<file path="src/rtl/div_unit_if.sv">
// Request/response bundle between the execute stage and the iterative divider.
// Carries operands and op select in, busy/done/result and an FSM state view out.
interface div_unit_if #(
    parameter int WIDTH = 32
);
    // Handshake: start is a request that is taken on any rising edge where the
    // unit is not busy and flush is low. There is no ready signal; the master
    // reads busy. done pulses for one cycle when result is valid, and result
    // holds until the next accepted start.
    logic             start;
    logic             flush;
    logic [1:0]       op;
    logic [WIDTH-1:0] a;
    logic [WIDTH-1:0] b;
    logic             busy;
    logic             done;
    logic [WIDTH-1:0] result;
    logic [1:0]       state_dbg;

    modport master (
        output start, flush, op, a, b,
        input  busy, done, result, state_dbg
    );

    modport slave (
        input  start, flush, op, a, b,
        output busy, done, result, state_dbg
    );
endinterface

</file>
<file path="src/rtl/div_unit.sv">
// Iterative RV32M DIV/DIVU/REM/REMU unit: restoring radix-2, one quotient bit
// per cycle, with divide-by-zero and signed overflow resolved in one cycle.
module div_unit #(
    parameter int WIDTH = 32
) (
    input logic       clk,
    input logic       rst,
    div_unit_if.slave bus
);
    localparam int CW = (WIDTH > 1) ? $clog2(WIDTH) : 1;
    localparam logic [CW-1:0]    LAST    = CW'(WIDTH - 1);
    localparam logic [WIDTH-1:0] MIN_NEG = {1'b1, {(WIDTH-1){1'b0}}};

    typedef enum logic [1:0] {
        S_IDLE = 2'd0,
        S_CALC = 2'd1,
        S_DONE = 2'd2
    } state_t;

    state_t state_q, state_d;

    logic [CW-1:0]    cnt_q;
    logic [WIDTH-1:0] quo_q;
    logic [WIDTH-1:0] dvs_q;
    logic [WIDTH:0]   rem_q;
    logic             is_rem_q;
    logic             neg_quo_q;
    logic             neg_rem_q;
    logic [WIDTH-1:0] res_q;

    logic             busy;
    logic             done;

    // Operand decode at the accepting edge
    logic             in_signed;
    logic             a_neg;
    logic             b_neg;
    logic [WIDTH-1:0] a_mag;
    logic [WIDTH-1:0] b_mag;
    logic             div_zero;
    logic             sgn_ovf;
    logic             special;
    logic [WIDTH-1:0] special_res;
    logic             accept;

    // One restoring step
    logic [WIDTH:0]   rem_shift;
    logic [WIDTH:0]   trial;
    logic             qbit;
    logic [WIDTH:0]   rem_next;
    logic [WIDTH-1:0] quo_next;
    logic             last;
    logic [WIDTH-1:0] quo_fix;
    logic [WIDTH-1:0] rem_fix;
    logic [WIDTH-1:0] fin_res;

    always_comb begin
        in_signed = ~bus.op[0];
        a_neg     = in_signed & bus.a[WIDTH-1];
        b_neg     = in_signed & bus.b[WIDTH-1];
        // MIN_NEG negates to itself, which is also its correct unsigned magnitude.
        a_mag     = a_neg ? (~bus.a + 1'b1) : bus.a;
        b_mag     = b_neg ? (~bus.b + 1'b1) : bus.b;
        div_zero  = (bus.b == '0);
        sgn_ovf   = in_signed & (bus.a == MIN_NEG) & (bus.b == '1);
        special   = div_zero | sgn_ovf;
        if (div_zero) begin
            special_res = bus.op[1] ? bus.a : '1;
        end else begin
            special_res = bus.op[1] ? '0 : MIN_NEG;
        end
        accept = bus.start & ~bus.flush & (state_q != S_CALC);
    end

    always_comb begin
        rem_shift = {rem_q[WIDTH-1:0], quo_q[WIDTH-1]};
        trial     = rem_shift - {1'b0, dvs_q};
        qbit      = ~trial[WIDTH];
        rem_next  = qbit ? trial : rem_shift;
        quo_next  = {quo_q[WIDTH-2:0], qbit};
        last      = (cnt_q == LAST);
        quo_fix   = neg_quo_q ? (~quo_next + 1'b1) : quo_next;
        rem_fix   = neg_rem_q ? (~rem_next[WIDTH-1:0] + 1'b1) : rem_next[WIDTH-1:0];
        fin_res   = is_rem_q ? rem_fix : quo_fix;
    end

    // FSM: state register
    always_ff @(posedge clk) begin
        if (rst) begin
            state_q <= S_IDLE;
        end else begin
            state_q <= state_d;
        end
    end

    // FSM: next state; flush overrides every transition
    always_comb begin
        state_d = state_q;
        unique case (state_q)
            S_IDLE, S_DONE: begin
                if (bus.start) begin
                    state_d = special ? S_DONE : S_CALC;
                end else begin
                    state_d = S_IDLE;
                end
            end
            S_CALC: begin
                if (last) begin
                    state_d = S_DONE;
                end
            end
            default: state_d = S_IDLE;
        endcase
        if (bus.flush) begin
            state_d = S_IDLE;
        end
    end

    // FSM: outputs decoded from state only
    always_comb begin
        busy = (state_q == S_CALC);
        done = (state_q == S_DONE);
    end

    // Datapath; result only moves on the edge that enters DONE
    always_ff @(posedge clk) begin
        if (rst) begin
            cnt_q     <= '0;
            quo_q     <= '0;
            dvs_q     <= '0;
            rem_q     <= '0;
            is_rem_q  <= 1'b0;
            neg_quo_q <= 1'b0;
            neg_rem_q <= 1'b0;
            res_q     <= '0;
        end else if (bus.flush) begin
            cnt_q <= '0;
        end else if (accept) begin
            cnt_q     <= '0;
            quo_q     <= a_mag;
            dvs_q     <= b_mag;
            rem_q     <= '0;
            is_rem_q  <= bus.op[1];
            neg_quo_q <= a_neg ^ b_neg;
            neg_rem_q <= a_neg;
            if (special) begin
                res_q <= special_res;
            end
        end else if (state_q == S_CALC) begin
            cnt_q <= cnt_q + CW'(1);
            quo_q <= quo_next;
            rem_q <= rem_next;
            if (last) begin
                res_q <= fin_res;
            end
        end
    end

    assign bus.busy      = busy;
    assign bus.done      = done;
    assign bus.result    = res_q;
    assign bus.state_dbg = state_q;

endmodule

</file>
<file path="src/flat_wrapper.sv">
// flat-port wrapper written by rule: the top's interface ports become plain ports
module div_unit_flat 
#(
    parameter int WIDTH = 32
)
  (clk, rst, bus_start, bus_flush, bus_op, bus_a, bus_b, bus_busy, bus_done, bus_result, bus_state_dbg);
  div_unit_if #(.WIDTH(WIDTH)) bus_i ();
  input logic clk;
  input logic rst;
  input wire logic [$bits(bus_i.start)-1:0] bus_start;
  input wire logic [$bits(bus_i.flush)-1:0] bus_flush;
  input wire logic [$bits(bus_i.op)-1:0] bus_op;
  input wire logic [$bits(bus_i.a)-1:0] bus_a;
  input wire logic [$bits(bus_i.b)-1:0] bus_b;
  output wire logic [$bits(bus_i.busy)-1:0] bus_busy;
  output wire logic [$bits(bus_i.done)-1:0] bus_done;
  output wire logic [$bits(bus_i.result)-1:0] bus_result;
  output wire logic [$bits(bus_i.state_dbg)-1:0] bus_state_dbg;
  assign bus_i.start = bus_start;
  assign bus_i.flush = bus_flush;
  assign bus_i.op = bus_op;
  assign bus_i.a = bus_a;
  assign bus_i.b = bus_b;
  assign bus_busy = bus_i.busy;
  assign bus_done = bus_i.done;
  assign bus_result = bus_i.result;
  assign bus_state_dbg = bus_i.state_dbg;
  div_unit #(.WIDTH(WIDTH)) u_core (.clk(clk), .rst(rst), .bus(bus_i));
endmodule
</file>
<file path="config.mk">
export PLATFORM = sky130hd
export DESIGN_NAME = div_unit_flat
export DESIGN_NICKNAME = d
export VERILOG_FILES = /design/src/rtl/div_unit_if.sv /design/src/rtl/div_unit.sv /design/src/flat_wrapper.sv
export SDC_FILE = /design/constraint.sdc
export NUM_CORES = 1
export LEC_CHECK = 0
export CORE_ASPECT_RATIO = 2
export CORE_UTILIZATION = 25
export CTS_CLUSTER_SIZE = 30
export DETAILED_ROUTE_END_ITERATION = 12
export SLEW_MARGIN = 20
export SYNTH_ARGS = -nofsm -noshare
export SYNTH_HDL_FRONTEND = slang
export SYNTH_SLANG_ARGS = --single-unit
</file>
<file path="constraint.sdc">
create_clock -name clk -period 5 [get_ports clk]
set_input_delay 0.75 -clock clk [delete_from_list [all_inputs] [get_ports clk]]
set_output_delay 0.75 -clock clk [all_outputs]
set_load 0.03 [all_outputs]
</file>
Yosys cells after proc, flatten, opt, wreduce, memory -nomap -nowiden
Cells that the tools add are included.
- register bits after elaboration: 138
- input port bits: 70
- output and inout port bits: 36
- word-level logic and storage cells: 69
- $add $sub $neg: 6
- equality and inequality tests: 8
- multiplexer cells: 21
- bitwise logic cells: 15
- reductions and logical operators: 10
- operator list (operator ; number):
    two-way mux 32 bit ; 17
    adder 32 x 1 -> 32 bit, second input constant ; 4
    inverter 32 bit ; 4
    == test 32 bit, second input constant ; 2
    subtractor 33 x 32 -> 33 bit ; 1
    zero test 32 bit ; 1
    bitwise AND 1 bit ; 6
    two-way mux 2 bit ; 3
    inequality test 2 x 1 -> 1 bit, second input constant ; 3
    adder 5 x 1 -> 5 bit, second input constant ; 1
    == test 5 bit, second input constant ; 1
    one-hot mux 2 bit (2 select lines) ; 1
    AND reduction 2 bit ; 2
    AND reduction 4 bit ; 1
    nonzero test 2 bit ; 2
    OR reduction 2 bit ; 2
    inverter 1 bit ; 3
    OR reduction 3 bit ; 1
    == test 2 x 1 -> 1 bit, second input constant ; 1
    == test 2 bit, second input constant ; 1
    zero test 2 bit ; 1
    OR 1 bit ; 1
    bitwise XOR 1 bit ; 1

Logic depth before layout (Yosys ltp)
Gate-level depths: netlist (run 1).
- word-level depth: 9
- mapped depth: 21
- depth with buffers taken out: 18

Worst setup path after synthesis (run 1)
No wires, ideal clock.
- path kind: reg2reg
- from: register u_core.quo_q[31]
- to: register u_core.res_q[30] (netlist: u_core.bus.result[30])
- library setup time: 126 ps
- data arrival time: 4442 ps
- required time: 4874 ps
- slack: 432 ps
- stages on the path, launching flop included: 22
- path buffers: 3
- clock period less this slack: 4568 ps
- cells stage by stage: dfxtp_1 > inv_1 > ha_1 > fa_1 > nand2b_1 > a211oi_4 > o31ai_4 > a211oi_4 > o21a_2 > nor2_4 > inv_2 > buf_2 > buf_1 > buf_2 > ha_1 > nand4b_1 > or4_1 > o41ai_1 > xor2_1 > o21ai_0 > o211ai_1 > nand3_1
- cells in the longest elaborated chain, start to end: 9
- elaborated cells on any way between the ends: 13
- those cells by class: add/sub (3); mux (7); bitwise (3)
- RTL lines (what ; line ; RTL):
    from (decl) ; div_unit.sv:23 ; logic [WIDTH-1:0] quo_q;
    from (signal assigned) ; div_unit.sv:140 ; quo_q <= a_mag;
    from (signal assigned) ; div_unit.sv:151 ; quo_q <= quo_next;
    subtractor 33 x 32 -> 33 bit ; div_unit.sv:77 ; trial = rem_shift - {1'b0, dvs_q};
    two-way mux 32 bit / inverter 1 bit (equally long branches) ; div_unit.sv:79, div_unit.sv:78 ;
    inverter 32 bit (on tied branches) ; div_unit.sv:83, div_unit.sv:82 ;
    adder 32 x 1 -> 32 bit (on tied branches) ; div_unit.sv:83, div_unit.sv:82 ;
    two-way mux 32 bit (on tied branches) ; div_unit.sv:83, div_unit.sv:82 ;
    two-way mux 32 bit (*) ; div_unit.sv:84 ; fin_res = is_rem_q ? rem_fix : quo_fix;
    two-way mux 32 bit (*) ; div_unit.sv:153 ; if (last) begin
    two-way mux 32 bit (*) ; div_unit.sv:149 ; end else if (state_q == S_CALC) begin
    two-way mux 32 bit (*) ; div_unit.sv:138 ; end else if (accept) begin
    to (signal assigned) ; div_unit.sv:147 ; res_q <= special_res;
    to (signal assigned) ; div_unit.sv:154 ; res_q <= fin_res;
    to (decl) ; div_unit.sv:29 ; logic [WIDTH-1:0] res_q;
Every way passes the cells marked *; elsewhere a longest branch is shown, timed or not. The select of a mux whose other input is x is not followed.
A chain may end at the register's enable or synchronous reset.

Worst setup path in the final report (run 1)
- from: register u_core.dvs_q[1]
- to: register u_core.res_q[31] (netlist: u_core.bus.result[31])
- cells in the longest elaborated chain, start to end: 9
- elaborated cells on any way between the ends: 13
- those cells by class: add/sub (3); mux (7); bitwise (3)
- RTL lines (what ; line ; RTL):
    from (decl) ; div_unit.sv:24 ; logic [WIDTH-1:0] dvs_q;
    from (signal assigned) ; div_unit.sv:141 ; dvs_q <= b_mag;
    subtractor 33 x 32 -> 33 bit (*) ; div_unit.sv:77 ;
    two-way mux 32 bit / inverter 1 bit (equally long branches) ; div_unit.sv:79, div_unit.sv:78 ;
    inverter 32 bit (on tied branches) ; div_unit.sv:83, div_unit.sv:82 ;
    adder 32 x 1 -> 32 bit (on tied branches) ; div_unit.sv:83, div_unit.sv:82 ;
    two-way mux 32 bit (on tied branches) ; div_unit.sv:83, div_unit.sv:82 ;
    two-way mux 32 bit (*) ; div_unit.sv:84 ;
    two-way mux 32 bit (*) ; div_unit.sv:153 ;
    two-way mux 32 bit (*) ; div_unit.sv:149 ;
    two-way mux 32 bit (*) ; div_unit.sv:138 ;
Marks and branches as above.

==> results of run 1 <==
[flip-flops by register name, summed over array words and instances, names as in the netlist]
register / flops
u_core.quo_q: 32
u_core.neg_quo_q: 1
u_core.rem_q: 32
u_core.cnt_q: 5
u_core.dvs_q: 32
u_core.neg_rem_q: 1
u_core.bus.result: 32
u_core.is_rem_q: 1
u_core.bus.state_dbg: 2
[where the power goes]
part	switching [mW]	leakage, nW	internal, mW
clock	0.536	0.305	0.849
sequential	0.0491	1.12	1.15
combinational	0.632	3.50	0.358
[cell type report]
| type | count | share of cell area [%] |
|---|---|---|
| Multi-Input combinational cell | 1230 | 58.0 |
| Sequential cell | 138 | 20.6 |
| Timing Repair Buffer | 141 | 9.92 |
| Tap cell | 555 | 5.18 |
| Clock buffer | 22 | 3.68 |
| Inverter | 59 | 1.65 |
| Clock inverter | 10 | 1.02 |
[cells by family (layout without fill, tap and decap cells)]
| kind of cell | Yosys count | in the layout | share of synthesized area (%) |
|---|---|---|---|
| flops | 138 | 138 | 24.8 |
| mux | 18 | 18 | 1.64 |
| buf+inv | 154 | 232 | 5.69 |
| compound gates | 486 | 486 | 29.2 |
| xor+xnor | 140 | 140 | 11.0 |
| simple gates | 546 | 546 | 23.1 |
| fa+ha+maj | 40 | 40 | 4.56 |
[synthesized netlist by cell type (12+ instances only)]
| cell type | count |
|---|---|
| nand2_1 | 186 |
| nor2_1 | 163 |
| a21oi_1 | 141 |
| dfxtp_1 | 138 |
| xnor2_1 | 74 |
| clkbuf_1 | 70 |
| o21ai_0 | 67 |
| xor2_1 | 66 |
| inv_1 | 56 |
| nor3_1 | 51 |
| a22oi_1 | 48 |
| ha_1 | 39 |
| a211oi_1 | 38 |
| o31ai_1 | 31 |
| o21ai_1 | 23 |
| or3_1 | 22 |
| a21o_1 | 17 |
| nor4_1 | 17 |
| mux2i_1 | 16 |
| nand3_1 | 16 |
| o221ai_1 | 16 |
| nand4_1 | 15 |
| buf_2 | 14 |
| and2_1 | 13 |
| nand2b_1 | 12 |
| o211ai_1 | 12 |
| or4_1 | 12 |
[worst max-delay path, cell delays in order (launching register included)]
cell	delay (ns)
dfxtp_1	0.41
inv_1	0.07
ha_1	0.27
nor2b_1	0.21
o2111ai_1	0.22
a211oi_1	0.77
o21ai_0	0.24
a221oi_2	0.29
or4b_4	0.52
nor4_4	0.28
o22ai_2	0.17
o41ai_2	0.43
xnor2_1	0.12
a21oi_1	0.19
buf_4	0.20
o22ai_1	0.09
[worst max-delay path by stage]
stage	cells past startpoint	slack [ns]	to
final	15	0.38	u_core.bus.result[31]
after CTS	15	0.43	u_core.bus.result[31]
after global routing	15	0.19	u_core.bus.result[31]
after detailed placement	13	0.28	u_core.bus.result[4]
after global placement	8	0.27	u_core.dvs_q[27]
after floorplan	21	0.43	u_core.bus.result[30]
[metal layers]
layer,GRT usage (%),routed length (µm)
met5,0,0
met4,19.0,4480
met3,2.02,1260
met2,40.4,25900
met1,17.6,14700
[stage by stage]
step	hold slack, ns	instance area, µm²
after CTS	0.470	13400
after floorplan	0.432	11100
final	0.465	13400
after detailed placement	0.461	12800
after global routing	0.505	13400
after global placement	0.446	12800
==> results.ini, run 1 <==
[pwr]
cellLeakagePower_nw = 4.92
p_per_area_nw_per_um2 = 266
max-vdd-ir-drop_uv = 215
finalPower_mw = 3.57

[yosys]
synth-async-reset-ratio_pct = 0
yosys_warnings = 0
ys.flop_type = dfxtp_1
yosysTopAreaCellShare_pct = 24.8
synth_nets = 1632
yosys.area.top_type = dfxtp_1
synth_area_um2 = 11100
synth_edf_count = 0
synth_area_leaders = dfxtp_1 25%, a21oi_1 6.3%, nand2_1 6.3%, xnor2_1 5.8%, nor2_1 5.5%
syn_area_per_cell_um2 = 7.32
synth.distinct_cells = 92
syn_inst = 1522
synth.yosys.seq_area_share_pct = 24.8
yosys_register_bits = 138

[global_route]
grt_pass1_wl_mm = 69.2
grt.overflow.total = 0
grt_pass1_vias = 11700
antenna_found_initial = 0
grt_usage_pct = 20.7
grt_max_degree = 79

[clock_tree]
clock_path_buffers = 2
cts.sinks = 138
clock_latency_ns = 0.46
cts.htree.levels = 4
clk_pin_slew_ns = 0.06
cts-resized-gates = 0
postCtsSetupBuffers = 0
cts_buffers = 17
clockRootBuffer = clkbuf_16
cts_hold_buf = 0
cts_tree = built

[layout]
multi_input_area_um2 = 7780
post-route-util_pct = 30.5
layout_common_cells = 186 x nand2_1, 161 x nor2_1, 141 x a21oi_1, 138 x dfxtp_1, 104 x clkdlybuf4s50_1
layout-drive-gt1-share_pct = 7.06
n_antenna_cell = 0
final_cells = 2155
seq_area_um2 = 2760
final_common_cell = nand2_1
syn2layout_area_growth_pct = 20.4
nets = 1697
num-fill-cells = 4759

[worst_setup_path]
cp-start-kind = flip-flop
end_kind = flip-flop
r2r_slack_ns = 0.38
worstSetupPathType = reg -> reg
reg2reg_from = u_core.dvs_q[1]
startpoint = u_core.dvs_q[1]
reg2reg_to = u_core.bus.result[31]
required_ns = 5.30
worstPathArrival_ns = 4.92
cp_max_fo = 4
worst-r2r-cell-count = 15

[timing]
fin_crit_ns = 4.62
fin_crit_sh_pct = 92.4
finalHoldViolCount = 0
setup_slack_ns = 0.379
tightestPinTransition_ns = 0.998
clock_skew_ns = 0.0166
tns_ns = 0
slew_violations = 0
fmax_ghz = 0.216
setup_viol = 0
rsz0062_at_grt = no
max_slew_margin_pct = 33.0

[placed_design]
preCtsSetupSlack_ns = 0.278
dp_hpwl_mm = 37.1
dp.cells = 2123
io_buffer_count = 105
gp_congestion = 0.932

[floorplanning]
rows = 109
initial_core_util_pct = 25.3
die_h_um = 301
dieArea_um2 = 45500
dieWidth_um = 151
io_pins = 106
core_area_um2 = 44100

[worst_hold_path]
hold_path.class = reg -> reg
whs_path_depth = 2
worstHoldEndpoint = u_core.cnt_q[4]
worst_hold_startpoint = u_core.cnt_q[4]

[route]
drt-total-wl_mm = 46.3
dr_total_vias = 11600
dr.pass1.iters = 5
drt_iter0_drc = 753
viasPerCell = 5.41
ant_nets = 0
drt-wirelength-per-cell_um = 21.5
drc = 0

[flow_run]
max_cap_viol_count = 0

[outcome]
status = complete, no violations

No activity file was read; power rests on OpenSTA's default activity.
==> run 2, diff against run 1 <==
--- a/config.mk
+++ b/config.mk
@@ -5,6 +5,7 @@
 export SDC_FILE = /design/constraint.sdc
 export NUM_CORES = 1
 export LEC_CHECK = 0
+export CAP_MARGIN = 30
 export CORE_ASPECT_RATIO = 2
 export CORE_UTILIZATION = 25
 export CTS_CLUSTER_SIZE = 30
==> run 2 against run 1 <==
  * Power shrank 2.6%
  * Fmax grew 2.5%
  * Non-clock buffer count grew 1
  * Core utilization shrank 0.11 points
  * Clock-buffer cell count grew 4
  * Highest routed layer unchanged
  * Critical endpoint unchanged
  * Largest power group unchanged
  * Critical path depth is the same
  * Final cell count is essentially flat
==> results.ini, run 2 (synthesis results as in run 1) <==
[worst_setup_path]
critPathTopFamily = compound AO/OA/AOI/OAI gates
worstSetupPathType = reg -> reg
crit_chain = inv_1 > ha_1 > a21oi_1 > o21ai_0 > a31oi_1 > a21boi_0 > nor2_1 > xnor2_1 > nor4_1 > o22ai_2 > o41ai_2 > xnor2_1 > a21oi_1 > buf_4 > o22ai_1
path_buf_inv = 2
required_ns = 5.30
r2r_slack_ns = 0.49
reg2reg_from = u_core.dvs_q[12]
path_depth = 15
cpPeakStageDelay_ns = 0.60
end_kind = flip-flop
worst-r2r-cell-count = 15
reg2reg_to = u_core.bus.result[31]
setup.worst_path.end = u_core.bus.result[31]
cp_max_fo = 8
startpoint = u_core.dvs_q[12]
cp-start-kind = flip-flop
slowest_stage = a21boi_0
worstPathArrival_ns = 4.81

[timing]
fin_crit_ns = 4.51
fmax_ghz = 0.222
clock_skew_ns = 0.0118
tns_ns = 0
tightestPinTransition_ns = 1.01
rsz0062_at_grt = no
setup_slack_ns = 0.492
setup_viol = 0
slew_violations = 0
finalHoldViolCount = 0
max_slew_margin_pct = 32.1
fin_hold_ws_ns = 0.464
fin_crit_sh_pct = 90.2

[global_route]
grt_pass1_vias = 11800
grt_max_degree = 79
grt_usage_pct = 20.6
antenna_found_initial = 0
grt_pass1_wl_mm = 69.0
grt.overflow.total = 0

[placed_design]
io_buffer_count = 105
dp_hpwl_mm = 37.0
preCtsSetupSlack_ns = 0.283
dp.cells = 2124
detailed_place.area_um2 = 12800
gp_congestion = 0.932

[floorplanning]
io_pins = 106
rows = 109
die_h_um = 301
core_area_um2 = 44100
dieArea_um2 = 45500
dieWidth_um = 151
initial_core_util_pct = 25.3

[clock_tree]
cts-resized-gates = 0
clockRootBuffer = clkbuf_16
cts_hold_buf = 0
cts_tree = built
clock_latency_ns = 0.45
cts.htree.levels = 4
clk_pin_slew_ns = 0.06
cts.sinks = 138
cts_buffers = 17
postCtsSetupBuffers = 0
clock_path_buffers = 2

[pwr]
finalPower_mw = 3.48
power_frac_seq_pct = 34.4
max-vdd-ir-drop_uv = 220
p_sw_share_pct = 34.4
clkPwrFrac_pct = 37.1
cellLeakagePower_nw = 4.90
combPwrFrac_pct = 28.5
p_int_mw = 2.28
p_per_area_nw_per_um2 = 260
netSwitchingPower_mw = 1.20

[route]
drc = 0
drt-wirelength-per-cell_um = 21.3
ant_nets = 0
dr.pass1.iters = 5
dr_total_vias = 11700
drt-total-wl_mm = 45.9
viasPerCell = 5.40
drt_iter0_drc = 523

[layout]
nets = 1698
syn2layout_area_growth_pct = 20.0
seq_area_um2 = 2760
final_cells = 2157
stdcell_area_um2 = 13400
final_common_cell = nand2_1
layout_common_cells = 186 x nand2_1, 161 x nor2_1, 141 x a21oi_1, 138 x dfxtp_1, 104 x clkdlybuf4s50_1
layout-drive-gt1-share_pct = 6.68
multi_input_area_um2 = 7770
num-fill-cells = 4765
post-route-util_pct = 30.4

[outcome]
status = complete, no violations

[flow_run]
max_cap_viol_count = 0

[worst_hold_path]
hold_path.class = reg -> reg
whs_path_depth = 2

[run 2: power by group through the flow]
stage / clock network [mW] / logic [mW] / registers, mW
floorplan: 0 / 0.603 / 1.23
global placement: 0 / 0.972 / 1.22
detailed placement: 0 / 0.977 / 1.22
CTS: 1.31 / 0.983 / 1.20
global route: 1.35 / 1.07 / 1.20
finish: 1.29 / 0.992 / 1.20
[run 2: worst reg2reg max path, cell delays in order (launching register included)]
cell	delay, ns
dfxtp_1	0.32
inv_1	0.10
ha_1	0.43
a21oi_1	0.14
o21ai_0	0.57
a31oi_1	0.18
a21boi_0	0.60
nor2_1	0.11
xnor2_1	0.22
nor4_1	0.44
o22ai_2	0.22
o41ai_2	0.44
xnor2_1	0.12
a21oi_1	0.18
buf_4	0.19
o22ai_1	0.09
[run 2: cell type report]
class,count,share of cell area (%)
antenna,1,0.0187
tap,555,5.19
multi-input combinational,1230,58.2
clock buffer,26,3.66
clock inverter,6,0.646
sequential,138,20.7
inverter,59,1.66
timing repair buffer,142,10.0
[run 2: worst min-delay path by stage]
stage / slack (ns) / start / end
CTS: 0.47 / u_core.cnt_q[4] / u_core.cnt_q[4]
floorplan: 0.43 / u_core.dvs_q[31] / u_core.dvs_q[31]
finish: 0.46 / u_core.cnt_q[4] / u_core.cnt_q[4]
global route: 0.50 / u_core.bus.result[28] / u_core.bus.result[28]
detailed placement: 0.46 / u_core.cnt_q[4] / u_core.cnt_q[4]
global placement: 0.45 / u_core.cnt_q[4] / u_core.cnt_q[4]
[run 2: layer usage]
metal	share of wire (%)	track usage (%)	up-vias	wire length (µm)
li1	-	-	5633	-
met3	2.8	2.02	157	1290
met5	0	0	-	0
met1	31	17.5	5498	14400
met2	56	40.8	370	25800
met4	9.7	18.0	0	4440
==> run 3, diff against run 2 <==
--- a/config.mk
+++ b/config.mk
@@ -5,7 +5,7 @@
 export SDC_FILE = /design/constraint.sdc
 export NUM_CORES = 1
 export LEC_CHECK = 0
-export CAP_MARGIN = 30
+export CAP_MARGIN = 20
 export CORE_ASPECT_RATIO = 2
 export CORE_UTILIZATION = 25
 export CTS_CLUSTER_SIZE = 30
==> results of run 3 <==
The final DEF is identical to that of run 1; final timing and power are the same.
==> variant, RTL diff (config.mk and constraints of run 2) <==
Make the reset (`rst`) asynchronous in 2 clocked blocks.
--- a/src/rtl/div_unit.sv
+++ b/src/rtl/div_unit.sv
@@ -87,3 +87,3 @@
     // FSM: state register
-    always_ff @(posedge clk) begin
+    always_ff @(posedge clk or posedge rst) begin
         if (rst) begin
@@ -125,3 +125,3 @@
     // Datapath; result only moves on the edge that enters DONE
-    always_ff @(posedge clk) begin
+    always_ff @(posedge clk or posedge rst) begin
         if (rst) begin
Formal check against the unedited RTL: differs if rst is asserted again (counterexample within 4 cycles, from zero or initial values and one cycle with rst high); with rst held inactive, the same outputs for 10 cycles.
==> variant against run 2 <==
The flow now finishes with violations (DRC); sequential cell count did not move; synthesized area rose by 1.5%; setup slack lost 0.20 ns; final cell count down 2.8%; final area is 3.8% higher; wire length shrank 0.30%; critical endpoint is now u_core.bus.result[30].
Power is not compared: it rests on default switching activity, and its combinational part moved more than twofold at a synthesized area within 25%.
==> variant: results (changes against run 2) <==
metric,value,unit,change
synth_fa_ha_area_frac,0.04492,,-0.0006657
hold_slack,0.4763,ns,+0.01271 ns
skew,0.01267,ns,+0.0008356 ns
dp_cells,2064,,-2.8%
muxShareOfSynthArea,0.02500,,+0.008611
antenna_found_initial,1,,+1
grt_first_pass_wirelength,69800,µm,+1.2%
violations,DRC,,
grt_max_degree,95,,+20%
nFillCells,4739,,-0.55%
num_vias,11510,,-1.2%
fin_util,0.3122,,+0.008717
hold_end,u_core.dvs_q[21],,
synth_cell_types,76,,-17%
worstRegToRegCells,21,,+6
relSlewSlack,0.3564,,+0.03564
arrival,5.08,ns,+0.27 ns
vias_per_cell,5.490,,+1.6%
drive_above_1_share,0.07912,,+0.01228
grt_use_total,0.2023,,-0.003724
worstPathMaxFanout,6,,-2
wl_per_cell,21.85,µm,+2.6%
dpl_cell_area,13200,µm²,+3.1%
wl_met2,24590,µm,-4.8%
cp_slowest_cell,fa_2,,
post-place-ws,0.1520,ns,-0.1307 ns
place.gp.congestion,0.9538,,+2.4%
fin_nets,1639,,-3.5%
slowest_delay,0.41,ns,-0.19 ns
rr_startpoint,u_core.quo_q[31],,
route.detailed.drc,1,,+1
dpl.hpwl,36750,µm,-0.79%
reg2reg_setup_slack,0.30,ns,-0.20 ns
status,"complete, but fails checks",,
synthArstFlopShare,1.000,,+1.000
yosysSeqAreaShare,0.3053,,+0.05745
crit_path_end,u_core.bus.result[30],,
top_layer,met5,,
synth_ff_type,dfrtp_1,,
syn-num-nets,1540,,-5.6%
diodes,0,,-1
-- variant: changes by cell type after synthesis, moves of 14 or more --
cell / delta
nor2_1: -62
o22a_1: +29
nor3_1: -14
dfrtp_1: +138
xor2_1: -20
a22oi_1: -40
a21oi_1: -33
o21ai_0: +70
a211oi_1: -29
dfxtp_1: -138
-- variant: timing repair --
item                       CTS  global route
setup endpoints to repair    0             1
gates resized for setup      0             4
buffers inserted             0             0
-- variant: area by class of cell --
cell class | count | area share
Sequential cell | 138 | 0.2488
Timing Repair Buffer | 156 | 0.1047
Clock buffer | 17 | 0.03064
Clock inverter | 15 | 0.01523
Inverter | 61 | 0.01685
Tap cell | 555 | 0.05002
Multi-Input combinational cell | 1155 | 0.5337
-- variant: report_power, final --
group          internal, µW  switching, µW  leakage [µW]
registers              1330            266       0.00177
logic                  1770           2950       0.00344
clock network           844            577      0.000298
-- variant: per-layer routing --
metal	up-vias	track usage
met1	5589	0.1791
met2	354	0.3895
met5	-	0
li1	5401	-
met4	2	0.2000
met3	167	0.02528
